## config.mk

```make
export PLATFORM = sky130hd
export DESIGN_NAME = mem_stage
export DESIGN_NICKNAME = d
export VERILOG_FILES = /design/src/rtl/mem_stage.sv
export SDC_FILE = /design/constraint.sdc
export NUM_CORES = 1
export LEC_CHECK = 0
export CAP_MARGIN = 15
export CORE_ASPECT_RATIO = 1.1
export CORE_MARGIN = 10
export CORE_UTILIZATION = 42
export DETAILED_ROUTE_END_ITERATION = 12
export PLACE_DENSITY_LB_ADDON = 0.1
export SLEW_MARGIN = 15
export SYNTH_ARGS = -nofsm -noshare
export SYNTH_HDL_FRONTEND = slang
export SYNTH_SLANG_ARGS = --single-unit
```

## constraint.sdc

```tcl
create_clock -name clk_i -period 4.73 [get_ports clk_i]
set_input_delay 1.1825 -clock clk_i [delete_from_list [all_inputs] [get_ports clk_i]]
set_output_delay 1.1825 -clock clk_i [all_outputs]
set_load 0.005 [all_outputs]
```

## src/rtl/mem_stage.sv

```systemverilog
// Load/store stage: steers bytes onto a req/gnt/rvalid data port and registers one writeback result
// per instruction. Latency 1 (ALU/error), >=2 (store), >=3 (load); ready_o stalls EX while busy.
module mem_stage #(
   parameter int WORD_WIDTH = 32
) (
   input  logic                  clk_i,
   input  logic                  rst_i,
   input  logic                  valid_i,
   output logic                  ready_o,
   input  logic [WORD_WIDTH-1:0] ex_data_i,
   input  logic [WORD_WIDTH-1:0] rdata2_store_i,
   input  logic                  mem_read_i,
   input  logic                  mem_write_i,
   input  logic [1:0]            mem_size_i,
   input  logic                  mem_unsigned_i,
   input  logic [4:0]            rd_addr_i,
   input  logic                  reg_write_i,
   output logic                  data_req_o,
   input  logic                  data_gnt_i,
   output logic [WORD_WIDTH-1:0] data_addr_o,
   output logic                  data_we_o,
   output logic [3:0]            data_be_o,
   output logic [WORD_WIDTH-1:0] data_wdata_o,
   input  logic                  data_rvalid_i,
   input  logic [WORD_WIDTH-1:0] data_rdata_i,
   output logic                  wb_valid_o,
   output logic [WORD_WIDTH-1:0] wb_data_o,
   output logic [4:0]            wb_rd_o,
   output logic                  wb_we_o,
   output logic                  wb_err_o
);

   typedef enum logic [1:0] {IDLE, REQ, WAIT_R} state_t;

   state_t                state;
   logic [1:0]            off_q;
   logic [1:0]            size_q;
   logic                  uns_q;
   logic [4:0]            rd_q;
   logic                  regw_q;
   logic                  is_mem;
   logic                  misal;
   logic [3:0]            be_n;
   logic [WORD_WIDTH-1:0] wdata_n;
   logic [WORD_WIDTH-1:0] shifted;
   logic [WORD_WIDTH-1:0] ld_val;

   assign ready_o = (state == IDLE);

   always_comb begin
      is_mem  = mem_read_i | mem_write_i;
      misal   = 1'b0;
      be_n    = 4'b1111;
      wdata_n = rdata2_store_i;
      case (mem_size_i)
         2'b00: begin
            be_n    = 4'b0001 << ex_data_i[1:0];
            wdata_n = {4{rdata2_store_i[7:0]}};
         end
         2'b01: begin
            misal   = ex_data_i[0];
            be_n    = 4'b0011 << ex_data_i[1:0];
            wdata_n = {2{rdata2_store_i[15:0]}};
         end
         2'b10:   misal = |ex_data_i[1:0];
         default: misal = 1'b1;
      endcase
   end

   // Move the addressed lane down to bit 0, then extend to full width.
   always_comb begin
      shifted = data_rdata_i >> {off_q, 3'b000};
      case (size_q)
         2'b00:   ld_val = uns_q ? {24'b0, shifted[7:0]} : {{24{shifted[7]}}, shifted[7:0]};
         2'b01:   ld_val = uns_q ? {16'b0, shifted[15:0]} : {{16{shifted[15]}}, shifted[15:0]};
         default: ld_val = shifted;
      endcase
   end

   always_ff @(posedge clk_i or posedge rst_i) begin
      if (rst_i) begin
         state        <= IDLE;
         off_q        <= '0;
         size_q       <= '0;
         uns_q        <= 1'b0;
         rd_q         <= '0;
         regw_q       <= 1'b0;
         data_req_o   <= 1'b0;
         data_addr_o  <= '0;
         data_we_o    <= 1'b0;
         data_be_o    <= '0;
         data_wdata_o <= '0;
         wb_valid_o   <= 1'b0;
         wb_data_o    <= '0;
         wb_rd_o      <= '0;
         wb_we_o      <= 1'b0;
         wb_err_o     <= 1'b0;
      end else begin
         wb_valid_o <= 1'b0;
         case (state)
            IDLE: if (valid_i) begin
               off_q  <= ex_data_i[1:0];
               size_q <= mem_size_i;
               uns_q  <= mem_unsigned_i;
               rd_q   <= rd_addr_i;
               regw_q <= reg_write_i;
               if (!is_mem) begin
                  wb_valid_o <= 1'b1;
                  wb_data_o  <= ex_data_i;
                  wb_rd_o    <= rd_addr_i;
                  wb_we_o    <= reg_write_i;
                  wb_err_o   <= 1'b0;
               end else if (misal) begin
                  wb_valid_o <= 1'b1;
                  wb_data_o  <= ex_data_i;
                  wb_rd_o    <= rd_addr_i;
                  wb_we_o    <= 1'b0;
                  wb_err_o   <= 1'b1;
               end else begin
                  // read+write together is handled as a load
                  state        <= REQ;
                  data_req_o   <= 1'b1;
                  data_addr_o  <= {ex_data_i[WORD_WIDTH-1:2], 2'b00};
                  data_we_o    <= ~mem_read_i;
                  data_be_o    <= be_n;
                  data_wdata_o <= wdata_n;
               end
            end
            REQ: if (data_gnt_i) begin
               data_req_o <= 1'b0;
               if (data_we_o) begin
                  state      <= IDLE;
                  wb_valid_o <= 1'b1;
                  wb_rd_o    <= rd_q;
                  wb_we_o    <= 1'b0;
                  wb_err_o   <= 1'b0;
               end else begin
                  state <= WAIT_R;
               end
            end
            WAIT_R: if (data_rvalid_i) begin
               state      <= IDLE;
               wb_valid_o <= 1'b1;
               wb_data_o  <= ld_val;
               wb_rd_o    <= rd_q;
               wb_we_o    <= regw_q;
               wb_err_o   <= 1'b0;
            end
            default: state <= IDLE;
         endcase
      end
   end

endmodule

```

==> metrics.yaml <==
status:
  run_status: "completed"
floorplanning:
  die-area_um2: 19900
  die_h_um: 147
  initial_utilization_pct: 42.7
  num_rows: 46
  die_x_um: 135
  pin_count: 223
  core-area_um2: 14400
yosys:
  ys_types: 48
  syn_area_um2: 6140
  synth_top_area_share_pct: 49.3
  synth_cells: 575
  avgSynthCellArea_um2: 10.7
  synth_commonest_cells: "dfrtp_1, nand2_1, mux2_2, o21ai_0, mux2i_1"
  synth_edf_count: 0
  synth_area_leader_cell: "dfrtp_1"
  yosys-top-cells-area: "dfrtp_1, mux2_2, mux2i_1, o21ai_0, nand2_1"
  synth_most_common_cell: "dfrtp_1"
  synth-seq-cells: 121
  yosysWarnings: 0
  synth.yosys.seq_area_share_pct: 49.3
  synthArstFlopShare_pct: 100
  synth_flop_cell: "dfrtp_1"
timing:
  max_slew_margin_pct: 21.0
  worst_pin_slew_ns: 1.19
  grt_setup_unrepaired: "no"
  fin_skew_ns: 0.00611
  max_freq_ghz: 0.265
  finalSetupViolations: 0
  finalCritPeriodShare_pct: 79.7
  period_needed_ns: 3.77
  final_max_slew_viol_count: 0
  fin_setup_tns_ns: 0
  finalHoldViolations: 0
cells_and_area:
  fin_util_pct: 63.4
  n_antenna_cell: 0
  layout-drive-gt1-share_pct: 15.3
  regArea_um2: 3030
  multi_input_area_um2: 2890
  area_delta_synth_final_pct: 48.5
  final_net_count: 898
  fillers: 1201
power:
  p_leak_nw: 3.87
  switching_share_pct: 33.7
  combPwrFrac_pct: 46.2
  p_per_area_nw_per_um2: 670
  seqPwrFrac_pct: 30.6
  p_int_mw: 4.05
  p_sw_mw: 2.06
  clock_power_share_pct: 23.2
  peakVddDrop_mv: 0.352
setup_path:
  worstSetupPathType: "reg2out"
  crit_chain: "inv_1 > ha_1 > clkdlybuf4s50_1"
  cp_slowest_cell: "ha_1"
  crit_path_max_incr_delay_ns: 0.96
  required_ns: 3.55
  worst-path-max-fanout: 26
  end_kind: "primary output"
  crit_arrival_ns: 2.59
  critPathLaunchType: "register"
drt:
  vias: 5287
  drc_errors: 0
  avgViaCountPerCell: 5.37
  dr.pass1.iters: 4
  drtAntennaViolNets: 0
  routed_wl_um: 20300
  first_iter_violations: 341
  routedWlPerCell_um: 20.6
grt:
  grt_max_degree: 76
  grt_pass1_vias: 5639
  grt_pass1_wl_um: 31700
  antenna_found_initial: 0
  groute.usage.overall_pct: 20.3
  overflow: 0
clock_tree:
  cts_tree: "done"
  cts_htree_levels: 4
  root_buffer: "clkbuf_16"
  cts_hold_buffers: 0
  path_clk_slew_ns: 0.05
  cts_sinks: 121
  clkLatencyLatePin_ns: 0.41
  cts_setup_buffers: 0
  numCtsBuffers: 17
  cts_resized: 0
  cts_buffer_depth: 2
placed_design:
  gp_congestion: 0.822
  io_buffers: 220
  dpl.hpwl_um: 15100
job:
  drv_cap: 0
worst_hold_path:
  min_path_type: "reg2reg"
per-layer routing:
metal | vias to the layer above | share of wire [%] | track usage [%]
li1 | 2484 | - | -
met4 | 0 | 2.2 | 7.27
met2 | 210 | 49 | 33.0
met3 | 25 | 10 | 8.83
met5 | - | 0 | 0
met1 | 2568 | 39 | 23.3
worst max-delay path: cells and delay by family (launching register included):
kind | cells | cell delay [ns]
buffers and inverters | 2 | 0.80
adders and majority gates | 1 | 0.96
DFF | 1 | 0.41
power by group through the flow:
stage	sequential (mW)	combinational (mW)	clock [mW]
final	1.87	2.82	1.42
after global routing	1.94	3.08	1.49
after CTS	1.87	2.86	1.44
after detailed placement	1.88	2.84	0
after global placement	1.86	2.77	0
after floorplan	1.86	1.43	0
final cells by class:
type | count | share of cell area, %
clock inverter | 6 | 1.47
clock buffer | 25 | 5.65
multi-input combinational | 403 | 31.7
sequential | 121 | 33.2
timing repair buffer | 227 | 24.9
tap | 192 | 2.64
inverter | 11 | 0.480
sequential cells by signal, indices dropped and copies added (netlist names):
signal	count
data_be_o	4
wb_data_o	32
data_req_o	1
wb_valid_o	1
off_q	2
rd_q	5
wb_rd_o	5
state	2
wb_we_o	1
data_addr_o	30
wb_err_o	1
uns_q	1
regw_q	1
data_we_o	1
data_wdata_o	32
size_q	2
stage by stage:
step / instance area (um^2) / instances / total power, mW / hold WS (ns) / worst slack [ns]
4_1_cts: 9110 / 985 / 6.17 / 0.481 / 0.952
2_1_floorplan: 6140 / 576 / 3.29 / 0.473 / 0.333
3_5_place_dp: 8460 / 954 / 4.72 / 0.469 / 1.01
6_report: 9120 / 985 / 6.10 / 0.477 / 0.958
5_1_grt: 9120 / 985 / 6.51 / 0.496 / 0.853
3_3_place_gp: 8460 / 954 / 4.64 / 0.462 / 1.10
cells in the final DEF, fill, tap and decap left out, types with 7 or more instances in the layout:
master and count:
o21ai_0 57, nand2_1 65, clkbuf_16 17, a21oi_1 27, a22oi_1 20, dfrtp_1 121
nor2_1 36, inv_1 10, o31ai_2 10, clkdlybuf4s50_1 220, mux2i_1 49, nor2b_1 8
a31oi_1 15, mux2_2 61, o31ai_1 7
logic make-up after synthesis:
kind of cell	count (synthesis)	share of synthesized area (%)
buf+inv	52	3.93
simple gates	126	9.09
fa+ha+maj	5	1.02
other cells	1	0.0611
xor+xnor	1	0.143
compound gates	158	17.0
mux	111	19.4
flops	121	49.3
worst paths after layout:
path | from | end | slack [ns] | cells after the start
max in group asynchronous | rst_i | data_wdata_o[10] | 2.56 | 3
setup / recovery | state[0] | ready_o | 0.96 | 3
setup reg to reg | state[0] | wb_data_o[23] | 1.08 | 7
hold / removal | wb_data_o[25] | wb_data_o[25] | 0.48 | 2
min in group asynchronous | rst_i | data_we_o | 1.24 | 2
hold reg to reg | wb_data_o[25] | wb_data_o[25] | 0.48 | 2
Note: power is estimated with default switching activity, not from simulation.
